[src/rtl/simon_pkg.sv]
// Shared types for the Simon Says round controller.
//   state_t      : round sequencer states
//   color_t      : 2-bit colour code (0..3)
//   color2onehot : colour code -> one-hot lamp pattern
package simon_pkg;

    typedef enum logic [3:0] {
        IDLE,
        APPEND,
        PLAY_ON,
        PLAY_GAP,
        WAIT_IN,
        ECHO,
        PAUSE,
        LOSE,
        WIN
    } state_t;

    typedef logic [1:0] color_t;

    localparam logic [3:0] LED_ALL = 4'b1111;

    function automatic logic [3:0] color2onehot(input color_t c);
        return 4'b0001 << c;
    endfunction

endpackage

[src/rtl/simon_step_timer.sv]
// Single down-counter shared by every timed phase of the sequencer.
//   clk, rst_n : clock, async active-low reset
//   load       : reload the counter with load_val
//   load_val   : dwell length minus one
//   expired    : counter has reached zero (last cycle of the current dwell)
// A dwell of N cycles is obtained by loading N-1 on the entering edge.
module simon_step_timer #(
    parameter int W = 8
) (
    input  logic         clk,
    input  logic         rst_n,
    input  logic         load,
    input  logic [W-1:0] load_val,
    output logic         expired
);

    logic [W-1:0] cnt;

    always_ff @(posedge clk or negedge rst_n) begin
        if (!rst_n)
            cnt <= '0;
        else if (load)
            cnt <= load_val;
        else if (cnt != '0)
            cnt <= cnt - W'(1);
    end

    assign expired = (cnt == '0);

endmodule

[src/rtl/simon_round_sequencer.sv]
// Round controller for the Simon Says game core.
// Each round appends one random colour, plays the whole sequence back on the
// lamps/tone, then checks the player's presses step by step.
//   clk, rst_n : clock, async active-low reset
//   start      : new-game pulse, honoured only in IDLE
//   rnd_color  : random colour, sampled in APPEND
//   btn_pulse  : one-hot press pulses from the debouncer
//   led        : one-hot colour lamp, all-on/all-off while flashing a loss/win
//   tone_en    : speaker enable; tone_sel is the colour shown/echoed
//   busy       : any state but IDLE
//   input_ph   : player's turn (WAIT_IN)
//   round_done : pulse, round entered correctly
//   game_lost  : pulse, wrong/multi-bit press or timeout
//   game_won   : pulse, MAX_LEN rounds completed
//   score      : completed rounds, held until the next start
module simon_round_sequencer
    import simon_pkg::*;
#(
    parameter int MAX_LEN     = 16,
    parameter int ON_CYCLES   = 25_000_000,
    parameter int GAP_CYCLES  = 12_000_000,
    parameter int TIMEOUT_CYC = 150_000_000,
    parameter int PAUSE_CYC   = 50_000_000,
    localparam int SCORE_W    = $clog2(MAX_LEN + 1)
) (
    input  logic               clk,
    input  logic               rst_n,
    input  logic               start,
    input  logic [1:0]         rnd_color,
    input  logic [3:0]         btn_pulse,
    output logic [3:0]         led,
    output logic               tone_en,
    output logic [1:0]         tone_sel,
    output logic               busy,
    output logic               input_ph,
    output logic               round_done,
    output logic               game_lost,
    output logic               game_won,
    output logic [SCORE_W-1:0] score
);

    localparam int IDX_W   = (MAX_LEN > 1) ? $clog2(MAX_LEN) : 1;
    localparam int LEN_W   = SCORE_W;
    localparam int MAX_A   = (ON_CYCLES > GAP_CYCLES) ? ON_CYCLES : GAP_CYCLES;
    localparam int MAX_B   = (TIMEOUT_CYC > PAUSE_CYC) ? TIMEOUT_CYC : PAUSE_CYC;
    localparam int MAX_CYC = (MAX_A > MAX_B) ? MAX_A : MAX_B;
    localparam int TMR_W   = $clog2(MAX_CYC) + 1;

    state_t             state, next_state;
    color_t             mem [MAX_LEN];
    logic [LEN_W-1:0]   len;
    logic [IDX_W-1:0]   idx;
    logic [1:0]         flash;
    logic               flash_step;
    logic               tmr_load, tmr_exp;
    logic [TMR_W-1:0]   tmr_val;

    color_t cur;
    logic   last_step, press, hit, full;

    assign cur       = mem[idx];
    assign last_step = (LEN_W'(idx) == len - LEN_W'(1));
    assign full      = (len == LEN_W'(MAX_LEN));
    // Any press in WAIT_IN is judged; only an exact one-hot match survives,
    // so multi-bit presses fall out as mismatches.
    assign press     = |btn_pulse;
    assign hit       = (btn_pulse == color2onehot(cur));

    simon_step_timer #(.W(TMR_W)) u_timer (
        .clk      (clk),
        .rst_n    (rst_n),
        .load     (tmr_load),
        .load_val (tmr_val),
        .expired  (tmr_exp)
    );

    always_ff @(posedge clk or negedge rst_n) begin
        if (!rst_n)
            state <= IDLE;
        else
            state <= next_state;
    end

    always_comb begin
        next_state = state;
        flash_step = 1'b0;
        case (state)
            IDLE:     if (start) next_state = APPEND;
            APPEND:   next_state = PLAY_ON;
            PLAY_ON:  if (tmr_exp) next_state = last_step ? WAIT_IN : PLAY_GAP;
            PLAY_GAP: if (tmr_exp) next_state = PLAY_ON;
            WAIT_IN: begin
                // a press on the expiring cycle still counts as a press
                if (press)
                    next_state = hit ? ECHO : LOSE;
                else if (tmr_exp)
                    next_state = LOSE;
            end
            ECHO: begin
                if (tmr_exp) begin
                    if (!last_step)
                        next_state = WAIT_IN;
                    else
                        next_state = full ? WIN : PAUSE;
                end
            end
            PAUSE:    if (tmr_exp) next_state = APPEND;
            LOSE: begin
                if (tmr_exp) begin
                    if (flash == 2'd3)
                        next_state = IDLE;
                    else
                        flash_step = 1'b1;
                end
            end
            WIN:      if (tmr_exp) next_state = IDLE;
            default:  next_state = IDLE;
        endcase
    end

    // Timer reloads on every state entry; the flash phases of LOSE also
    // reload in-state. A correct press always enters ECHO, so it reloads too.
    always_comb begin
        tmr_load = (next_state != state) || flash_step;
        case (next_state)
            PLAY_ON, ECHO, LOSE: tmr_val = TMR_W'(ON_CYCLES - 1);
            PLAY_GAP:            tmr_val = TMR_W'(GAP_CYCLES - 1);
            WAIT_IN:             tmr_val = TMR_W'(TIMEOUT_CYC - 1);
            PAUSE, WIN:          tmr_val = TMR_W'(PAUSE_CYC - 1);
            default:             tmr_val = '0;
        endcase
    end

    always_comb begin
        led      = '0;
        tone_en  = 1'b0;
        tone_sel = '0;
        case (state)
            // in ECHO the pressed colour equals mem[idx], so reuse it
            PLAY_ON, ECHO: begin
                led      = color2onehot(cur);
                tone_en  = 1'b1;
                tone_sel = cur;
            end
            LOSE:    led = flash[0] ? 4'b0000 : LED_ALL;
            WIN:     led = LED_ALL;
            default: ;
        endcase
    end

    assign busy     = (state != IDLE);
    assign input_ph = (state == WAIT_IN);

    always_ff @(posedge clk or negedge rst_n) begin
        if (!rst_n) begin
            len        <= '0;
            idx        <= '0;
            flash      <= '0;
            score      <= '0;
            round_done <= 1'b0;
            game_lost  <= 1'b0;
            game_won   <= 1'b0;
        end else begin
            round_done <= 1'b0;
            game_lost  <= 1'b0;
            game_won   <= 1'b0;
            case (state)
                IDLE: begin
                    if (start) begin
                        len   <= '0;
                        idx   <= '0;
                        score <= '0;
                    end
                end
                APPEND: begin
                    len <= len + LEN_W'(1);
                    idx <= '0;
                end
                PLAY_ON:  if (tmr_exp && last_step) idx <= '0;
                PLAY_GAP: if (tmr_exp) idx <= idx + IDX_W'(1);
                ECHO: begin
                    if (tmr_exp) begin
                        if (!last_step) begin
                            idx <= idx + IDX_W'(1);
                        end else begin
                            idx        <= '0;
                            round_done <= 1'b1;
                            game_won   <= full;
                            if (score != SCORE_W'(MAX_LEN))
                                score <= score + SCORE_W'(1);
                        end
                    end
                end
                LOSE:     if (flash_step) flash <= flash + 2'd1;
                default: ;
            endcase
            if (next_state == LOSE && state != LOSE) begin
                game_lost <= 1'b1;
                flash     <= '0;
            end
        end
    end

    // Sequence memory is not reset; entries are always written before read.
    always_ff @(posedge clk) begin
        if (state == APPEND)
            mem[len[IDX_W-1:0]] <= rnd_color;
    end

endmodule

[config.mk]
export PLATFORM = sky130hd
export DESIGN_NAME = simon_round_sequencer
export DESIGN_NICKNAME = d
export VERILOG_FILES = /design/src/rtl/simon_pkg.sv /design/src/rtl/simon_step_timer.sv /design/src/rtl/simon_round_sequencer.sv
export SDC_FILE = /design/constraint.sdc
export NUM_CORES = 1
export LEC_CHECK = 0
export ABC_AREA = 1
export CAP_MARGIN = 5
export CORE_UTILIZATION = 60
export CTS_CLUSTER_SIZE = 25
export DETAILED_ROUTE_END_ITERATION = 16
export PLACE_DENSITY = 0.82
export SLEW_MARGIN = 40
export SYNTH_ARGS = -nofsm -noshare
export SYNTH_HDL_FRONTEND = slang
export SYNTH_SLANG_ARGS = --single-unit
export TNS_END_PERCENT = 20
[constraint.sdc]
create_clock -name clk -period 3.1 [get_ports clk]
set_input_delay 0.31 -clock clk [delete_from_list [all_inputs] [get_ports clk]]
set_output_delay 0.31 -clock clk [all_outputs]
set_load 0.02 [all_outputs]
==> flow_metrics.tcl, run 1 <==
set metrics [dict create \
    status "complete, no violations" \
    r2r-end "u_timer.cnt[18]" \
    synth_area_per_cell_sq_um 7.92 \
    switchingPower_uw 443 \
    cp_slowest_stage_delay_ps 680 \
    fin_crit_sh_pct 98.0 \
    ir_drop_mv 0.221 \
    clk_path_buf_depth 2 \
    period_minus_slack_ps 3040 \
    netlist_area_sq_um 5140 \
    postRouteAntennaNets 0 \
    grt_antenna_before_repair 0 \
    netSwitchingFraction_pct 22.3 \
    fin_tns_setup_ps 0 \
    first_pass_iters 5 \
    synth.net_count 669 \
    slowest_stage "clkdlybuf4s50_1" \
    layout_common_cells "nand2_1, inv_1, nor2_1" \
    start_kind "register" \
    ys_seq_elements 84 \
    worst-path-stages 10 \
    die_w_microns 94.6 \
    yosysSeqAreaShare_pct 44.0 \
    clkTransAtPathRegs_ps 90 \
    critPathLaunch "idx[0]" \
    cts_tree "yes" \
    setup_viol 0 \
    path_class "reg -> out" \
    synthToLayoutAreaGrowth_pct 12.6 \
    r2r_cells 16 \
    num_rows 33 \
    worstHoldPathType "in -> async" \
    grt_pass1_wl_mm 19.2 \
    max_freq_ghz 0.329 \
    grt.overflow.total 0 \
    clock_sinks 84 \
    grt_use_total_pct 27.6 \
    grt_setup_unrepaired "yes" \
    start_util_pct 62.3 \
    diodes 0 \
    place_area_sq_um 5510 \
    synth.distinct_cells 40 \
    async_flop_share_pct 61.9 \
    clk_latency_ps 360 \
    p_seq_share_pct 58.1 \
    final_common_cell "nand2_1" \
    post-place-ws_ps 121 \
    powerDensity_nw_per_um2 343 \
    via_per_inst 5.48 \
    synth_ff_type "dfrtp_1" \
    crit_fanout 18 \
    drt_iter0_drc 339 \
    worstPathArrival_ps 2730 \
    endpoint "led[0]" \
    routed-via-count 4404 \
    synth_enable_flop_cells 32 \
    cp_cell_sequence "inv_2 > nand2_1 > nand3_1 > nand3_1 > nand3_1 > nand2_1 > inv_1 > nand2_1 > o21ai_0 > clkdlybuf4s50_1" \
    hold_violations 0 \
    htree_levels 3 \
    fin_worst_skew_ps 10.3 \
    slew_headroom_pct 57.2 \
    required_ps 2790 \
    globalplace.congestion 0.917 \
    finalWirelength_mm 11.7 \
    p_leak_nw 2.72 \
    intPower_mw 1.54 \
    maxCapViolations 0 \
    ys_warn_count 0 \
    die_h_microns 94.6 \
    slew_violations 0 \
    cp_num_buf_inv 3 \
    final_area_sq_um 5790 \
    die-area_sq_um 8950 \
    netlist_instances 650 \
    drc 0 \
    drive_gt1_share_pct 13.9 \
    setup_slack_ps 62.2 \
    rr_startpoint "len[0]" \
    pwr-share-comb_pct 1.9 \
    grt_max_degree 29 \
    pin_count 26 \
    end_kind "output pin" \
    coreArea_sq_um 8260 \
    p_clk_share_pct 40.1 \
    cpLargestDelayFamily "buffers and inverters" \
    grt_pass1_vias 4157 \
    tightest_slew_ps 638 \
    io_buffer_count 25 \
    dpl.hpwl_mm 8.63 \
    avgRoutedWirePerCell_microns 14.5 \
    clockRootBuffer "clkbuf_8" \
    r2r_slack_ps 230 \
    cts_buffers 9 \
    fin_util_pct 70.1 \
    num-nets-final 712 \
]
[cell families (layout without fill, tap and decap cells)]
family | Yosys count | count (layout) | synth area share, %
AOI/OAI and AO/OA | 72 | 72 | 7.61
and+or+nand+nor | 339 | 339 | 31.5
DFF | 84 | 84 | 44.0
adders and majority gates | 10 | 10 | 2.43
xor gates and xnor gates | 30 | 30 | 5.11
buffers and inverters | 115 | 163 | 9.36
[state kept, by name, summed over array words and instances, names as in the netlist]
register,flops
round_done,1
flash,2
game_won,1
mem,32
idx,4
len,5
score,5
u_timer.cnt,29
game_lost,1
state,4
[power by group through the flow]
stage | logic [mW] | registers (mW) | clock network [mW]
final | 0.0368 | 1.15 | 0.795
after global routing | 0.0426 | 1.15 | 0.846
after CTS | 0.0385 | 1.15 | 0.802
after detailed placement | 0.0372 | 1.18 | 0
after global placement | 0.0363 | 1.18 | 0
after floorplan | 0.00502 | 1.18 | 0
[synthesized netlist by cell type, types with 2 or more instances]
master	instances	area share (%)
nor2_4	6	1.3
nor3b_1	3	0.44
nand3_4	2	0.68
xor2_1	23	3.9
a21oi_2	2	0.34
nor2_8	2	0.78
nand3b_1	2	0.29
nand3_1	53	5.2
ha_1	10	2.4
nand4_2	2	0.49
nand2_1	153	11
nor2_2	13	1.6
nand4_1	8	0.97
a21oi_1	22	2.1
o21ai_0	40	3.9
nor2_1	68	5.0
nand2_2	8	0.97
edfxtp_1	32	19
xnor2_1	7	1.2
dfrtp_1	52	25
inv_1	85	6.2
nor3_1	13	1.3
buf_2	3	0.29
buf_4	2	0.29
inv_2	20	1.5
o211ai_1	3	0.44
buf_6	3	0.66
[layer usage]
layer	vias to the layer above	GRT usage, %	share of wire (%)	wire length (microns)
li1	2162	-	-	-
met1	2050	36.0	42	4900
met2	175	46.2	49	5720
met3	17	4.91	7.2	838
met4	0	9.47	1.7	196
met5	-	0	0	0
[layout make-up]
cell class / count / area, sq um
clock inverter: 7 / 76.3
clock buffer: 9 / 124
sequential: 84 / 2260
multi-input combinational: 451 / 2410
timing repair buffer: 42 / 388
fill: 655 / 2470
inverter: 105 / 394
tap: 105 / 131
[repair_timing]
item                                    CTS  global route
gates resized for setup                   0             6
buffers inserted                          0             8
hold endpoints to repair                 24             0
endpoints found under the setup margin    0            25
hold buffers                              1             0
[how the worst min path moves through the flow]
stage           from        to  cells after the start
6_report       rst_n  score[1]                      2
3_5_place_dp   rst_n  score[1]                      1
3_3_place_gp   rst_n  score[1]                      1
2_1_floorplan  rst_n  flash[0]                      0
4_1_cts        rst_n  score[1]                      2
5_1_grt        rst_n  score[2]                      2
[through the flow]
| stage | hold slack [ps] | total power [mW] | std cells |
|---|---|---|---|
| global placement | 339 | 1.21 | 778 |
| floorplan | 14.4 | 1.18 | 650 |
| detailed placement | 341 | 1.21 | 778 |
| CTS | 498 | 1.99 | 795 |
| finish | 473 | 1.98 | 803 |
| global route | 551 | 2.04 | 803 |
Power figures use the tool's default switching activity.
==> inputs of run 2 (changes only) <==
--- a/config.mk
+++ b/config.mk
@@ -6,13 +6,14 @@
 export NUM_CORES = 1
 export LEC_CHECK = 0
 export ABC_AREA = 1
-export CAP_MARGIN = 5
-export CORE_UTILIZATION = 60
+export CAP_MARGIN = 20
+export CORE_UTILIZATION = 55
 export CTS_CLUSTER_SIZE = 25
 export DETAILED_ROUTE_END_ITERATION = 16
-export PLACE_DENSITY = 0.82
+export PLACE_DENSITY = 0.76
 export SLEW_MARGIN = 40
 export SYNTH_ARGS = -nofsm -noshare
 export SYNTH_HDL_FRONTEND = slang
+export SYNTH_HIERARCHICAL = 1
 export SYNTH_SLANG_ARGS = --single-unit
 export TNS_END_PERCENT = 20
==> flow_metrics.tcl, run 2 <==
set metrics [dict create \
    status "complete, no violations" \
    crit_fanout 15 \
    finalWirelength_mm 12.8 \
    grt.overflow.total 0 \
    netlist_instances 704 \
    async_flop_share_pct 61.9 \
    synthTopCellsByCount "nand2_1, nor2_1, inv_1" \
    cts_tree "yes" \
    setup_slack_ps 177 \
    path_class "reg -> out" \
    htree_levels 3 \
    netlist_area_sq_um 5180 \
    max_freq_ghz 0.342 \
    via_per_inst 5.44 \
    fin_worst_skew_ps 14.1 \
    synth_ff_type "dfrtp_1" \
    fin_crit_sh_pct 94.3 \
    avgRoutedWirePerCell_microns 14.9 \
    end_kind "output pin" \
    die_h_microns 99.1 \
    synth_area_per_cell_sq_um 7.36 \
    grt_use_total_pct 28.0 \
    post-place-ws_ps 27.2 \
    tightest_slew_ps 664 \
    clk_path_buf_depth 2 \
    drive_gt1_share_pct 11.7 \
    final_common_cell "nand2_1" \
    synth.top_cell.area_share_pct 25.1 \
    required_ps 2790 \
    yosysTopAreaCell "dfrtp_1" \
    ys_seq_elements 84 \
    slew_violations 0 \
    die_w_microns 99.1 \
    coreArea_sq_um 9200 \
    r2r_slack_ps 230 \
    drc 0 \
    routed-via-count 4692 \
    layout_common_cells "nand2_1, nor2_1, inv_1" \
    largest_register_ffs 32 \
    cts_buffers 9 \
    clkTransAtPathRegs_ps 90 \
    globalplace.congestion 1.03 \
    synth.distinct_cells 39 \
    fin_tns_setup_ps 0 \
    worstPathArrival_ps 2610 \
    grt_pass1_vias 4583 \
    ys_warn_count 6 \
    drt_iter0_drc 261 \
    io_buffer_count 25 \
    period_minus_slack_ps 2920 \
    clock_sinks 84 \
    whs_ps 508 \
    worstHoldPathType "in -> async" \
    grt_max_degree 29 \
    num-nets-final 765 \
    clockRootBuffer "clkbuf_8" \
    synth_enable_flop_cells 32 \
    setup_viol 0 \
    hold_violations 0 \
    start_kind "register" \
    power_mw 2.05 \
    p_leak_nw 2.77 \
    yosys-top-cells-area "dfrtp_1, edfxtp_1, nand2_1, nor2_1, inv_1" \
    ir_drop_mv 0.315 \
    diodes 0 \
    maxCapViolations 0 \
    num_rows 35 \
    die-area_sq_um 9810 \
    yosysSeqAreaShare_pct 43.7 \
    synthToLayoutAreaGrowth_pct 13.9 \
    pin_count 26 \
    start_util_pct 56.4 \
    grt_pass1_wl_mm 21.4 \
    powerDensity_nw_per_um2 347 \
    postRouteAntennaNets 0 \
    slew_headroom_pct 55.7 \
    dpl.hpwl_mm 9.55 \
    grt_antenna_before_repair 0 \
    first_pass_iters 5 \
    clk_latency_ps 370 \
    synth_most_common_cell "nand2_1" \
]
==> run 2: cell types whose count changed after synthesis, sizes merged, moves of 2 or more <==
cell / change
nand3: -4
o21bai: +2
nor3: -5
xnor2: -3
clkbuf: +3
inv: -12
xor2: -12
nand2: +64
a21oi: -18
nor2: +34
nand3b: +3
o211ai: -2
buf: -2
==> run 2: report_power, final <==
group / switching [mW] / leakage (nW) / internal [mW] / total [mW]
Sequential: 0.00391 / 0.846 / 1.16 / 1.16
Combinational: 0.0351 / 1.82 / 0.0181 / 0.0532
Clock: 0.451 / 0.0988 / 0.387 / 0.837
==> run 2: per-layer routing <==
| metal | up-vias | share of wire [%] | global-route usage (%) |
|---|---|---|---|
| met5 | - | 0 | 0 |
| li1 | 2315 | - | - |
| met3 | 26 | 6.3 | 5.04 |
| met4 | 0 | 1.9 | 9.16 |
| met1 | 2196 | 44 | 36.9 |
| met2 | 155 | 48 | 47.0 |
==> run 2: worst paths after layout <==
kind                          start               to  cells past startpoint
max                          idx[0]           led[0]                     10
min reg2reg                flash[1]         flash[1]                      2
max in group asynchronous     rst_n  u_timer/cnt[28]                      3
min                           rst_n  u_timer/cnt[19]                      2
min in group clk           flash[1]         flash[1]                      2
max reg2reg                  len[1]   u_timer/cnt[1]                     17
==> run 2: final cells by class <==
type | count | area [sq um]
timing repair buffer | 40 | 388
clock inverter | 7 | 82.6
multi-input combinational | 518 | 2550
tap | 111 | 139
sequential | 84 | 2260
fill | 826 | 3290
clock buffer | 9 | 124
inverter | 93 | 354
==> run 2: repair_timing <==
action / in CTS / in global routing
pin swaps: 0 / 1
hold endpoints to repair: 24 / 0
gates resized for setup: 2 / 17
buffers inserted: 0 / 3
hold buffers: 1 / 0
setup endpoints to repair: 3 / 36
==> run 2: worst max-delay path, cell delays in order, from the launching register on <==
cell	delay, ps
dfrtp_2	570
buf_4	240
nor2_1	60
nor2_1	170
nor2_1	70
nand2_1	70
nand2_2	100
inv_2	110
nand2_1	70
o21ai_0	160
clkdlybuf4s50_1	630
==> run 2: kinds of logic after synthesis <==
family | share of synthesized area (%)
other | 0.0724
AO/OA/AOI/OAI | 6.01
AND/OR/NAND/NOR | 37.5
buffers and inverters | 7.82
flip-flops | 43.7
adder cells (fa/ha/maj) | 2.41
XOR/XNOR | 2.53
==> run 2: per-stage QoR <==
step                utilization, %  std cells  area (sq um)
floorplan                        -        706          5190
finish                        64.2        862          5900
detailed placement            60.9        842          5600
CTS                           63.3        859          5820
global route                  64.2        862          5900
global placement              60.9        842          5600
==> RTL edit, RTL diff (config.mk and constraints of run 2) <==
Change the parameter `PAUSE_CYC` from 50_000_000 to 12_500_000.
--- a/src/rtl/simon_round_sequencer.sv
+++ b/src/rtl/simon_round_sequencer.sv
@@ -20,7 +20,7 @@
     parameter int ON_CYCLES   = 25_000_000,
     parameter int GAP_CYCLES  = 12_000_000,
     parameter int TIMEOUT_CYC = 150_000_000,
-    parameter int PAUSE_CYC   = 50_000_000,
+    parameter int PAUSE_CYC   = 12_500_000,
     localparam int SCORE_W    = $clog2(MAX_LEN + 1)
 ) (
     input  logic               clk,
Behaviour: same outputs for any inputs over 10 cycles, from zero or initial values and one cycle with rst_n low; that may be too few to reach the edited logic, so the function may still have changed.
==> RTL edit against run 2 <==
  * Final area grew 3.2%
  * Worst setup slack lost 23 ps
  * Sequential power is essentially flat
  * Count of clock-buffer cells in the layout is the same
  * Sequential share of layout area shrank 1.2 points
  * Critical path type is now flop to flop
  * Synthesized area grew 3.6%
  * Critical path depth grew 7
  * Wire length grew 0.38%
  * Clock power shrank 2.7%
  * Final cell count grew 2.2%
  * Total power shrank 1.1%
  * Sequential cell count is the same
==> RTL edit: results (changes against run 2) <==
| Metric | Value |
|---|---|
| Least-Margin Pin Slew | 543 ps (was 664 ps) |
| Net Switching | 532 µW (was 490 µW) |
| Mux cell area share after synthesis | 0.186% (was 0%) |
| Placed Cells | 858 (was 842) |
| WL final | 12.9 mm (was 12.8 mm) |
| Area fraction in compound gates after synthesis | 6.11% (was 6.01%) |
| Pre-CTS setup slack | -87.6 ps (was 27.2 ps) |
| Post-Synth Adder-Cell Area | 2.33% (was 2.41%) |
| GP Congestion | 0.912 (was 1.03) |
| DR iter-0 viols | 296 (was 261) |
| FILL cells | 778 (was 826) |
| Largest net degree at the start of global routing | 40 (was 29) |
| Synth cell types | 46 (was 39) |
| All-layer global routing usage | 27.2% (was 28.0%) |
| Wl on met1 | 6.33 mm (was 5.58 mm) |
| Area after DPL | 5770 µm² (was 5600 µm²) |
| DR vias | 4719 (was 4692) |
| Vias in the first global route | 4364 (was 4583) |
| Nets | 766 (was 765) |
| DP HPWL | 9.39 mm (was 9.55 mm) |
| Crit path max-delay cell type | dfrtp_1 (was clkdlybuf4s50_1) |
| Status | completed (unchanged) |
| Synth Area in XOR/XNOR | 2.77% (was 2.54%) |
| Reg clk slew, reported paths | 110 ps (was 90 ps) |
| Clk pwr share | 40.2% (was 40.8%) |
| Post-CTS Resized | 4 (was 2) |
| Most common library cells after synthesis | 202 x nand2_1, 96 x nor2_1, 85 x inv_1 (was 218 x nand2_1, 106 x nor2_1, 82 x inv_1) |
| Share of layout cells above drive strength 1 | 14.0% (was 11.7%) |
| PD cells | 333 nW/µm² (was 347 nW/µm²) |
| Slowest stage delay, CP | 410 ps (was 630 ps) |
| Leakage | 0.00273 µW (was 0.00277 µW) |
RTL edit: changes by cell type in the layout (fill, tap and decap cells not counted), moves of 3 or more:
cell	delta
nand3_2	+6
nand2_1	-16
inv_1	+4
a21oi_1	-4
nand3b_1	-4
nand3_1	+15
nor3_1	-4
nor2_1	-10
o21ai_1	+4
buf_4	+3
nand2_4	+5
RTL edit: layout make-up:
| type | count | area [µm²] | share of cell area [%] |
|---|---|---|---|
| repair buffers | 42 | 398 | 6.53 |
| flip-flops and latches | 84 | 2260 | 37.1 |
| clock inverters | 7 | 76.3 | 1.25 |
| clock buffers | 9 | 124 | 2.03 |
| inverters | 96 | 369 | 6.06 |
| well taps | 129 | 161 | 2.65 |
| multi-input cells | 514 | 2700 | 44.3 |
RTL edit: worst paths after layout:
check / slack, ps / cells past startpoint / to / startpoint
max in group asynchronous: 2040 / 3 / u_timer/cnt[13]$_DFFE_PN0P_ / rst_n
hold reg to reg: 490 / 1 / len[4]$_DFFE_PN0P_ / len[4]$_DFFE_PN0P_
setup reg to reg: 150 / 17 / u_timer/cnt[8]$_DFFE_PN0P_ / u_timer/cnt[1]$_DFFE_PN0P_
setup / recovery: 150 / 17 / u_timer/cnt[8]$_DFFE_PN0P_ / u_timer/cnt[1]$_DFFE_PN0P_
hold / removal: 440 / 2 / score[1]$_DFFE_PN0P_ / rst_n
min in group clk: 490 / 1 / len[4]$_DFFE_PN0P_ / len[4]$_DFFE_PN0P_
RTL edit: routing by layer:
metal | up-vias | GRT usage (%)
li1 | 2336 | -
met1 | 2213 | 41.0
met2 | 154 | 41.5
met3 | 16 | 2.91
met4 | 0 | 8.14
met5 | - | 0
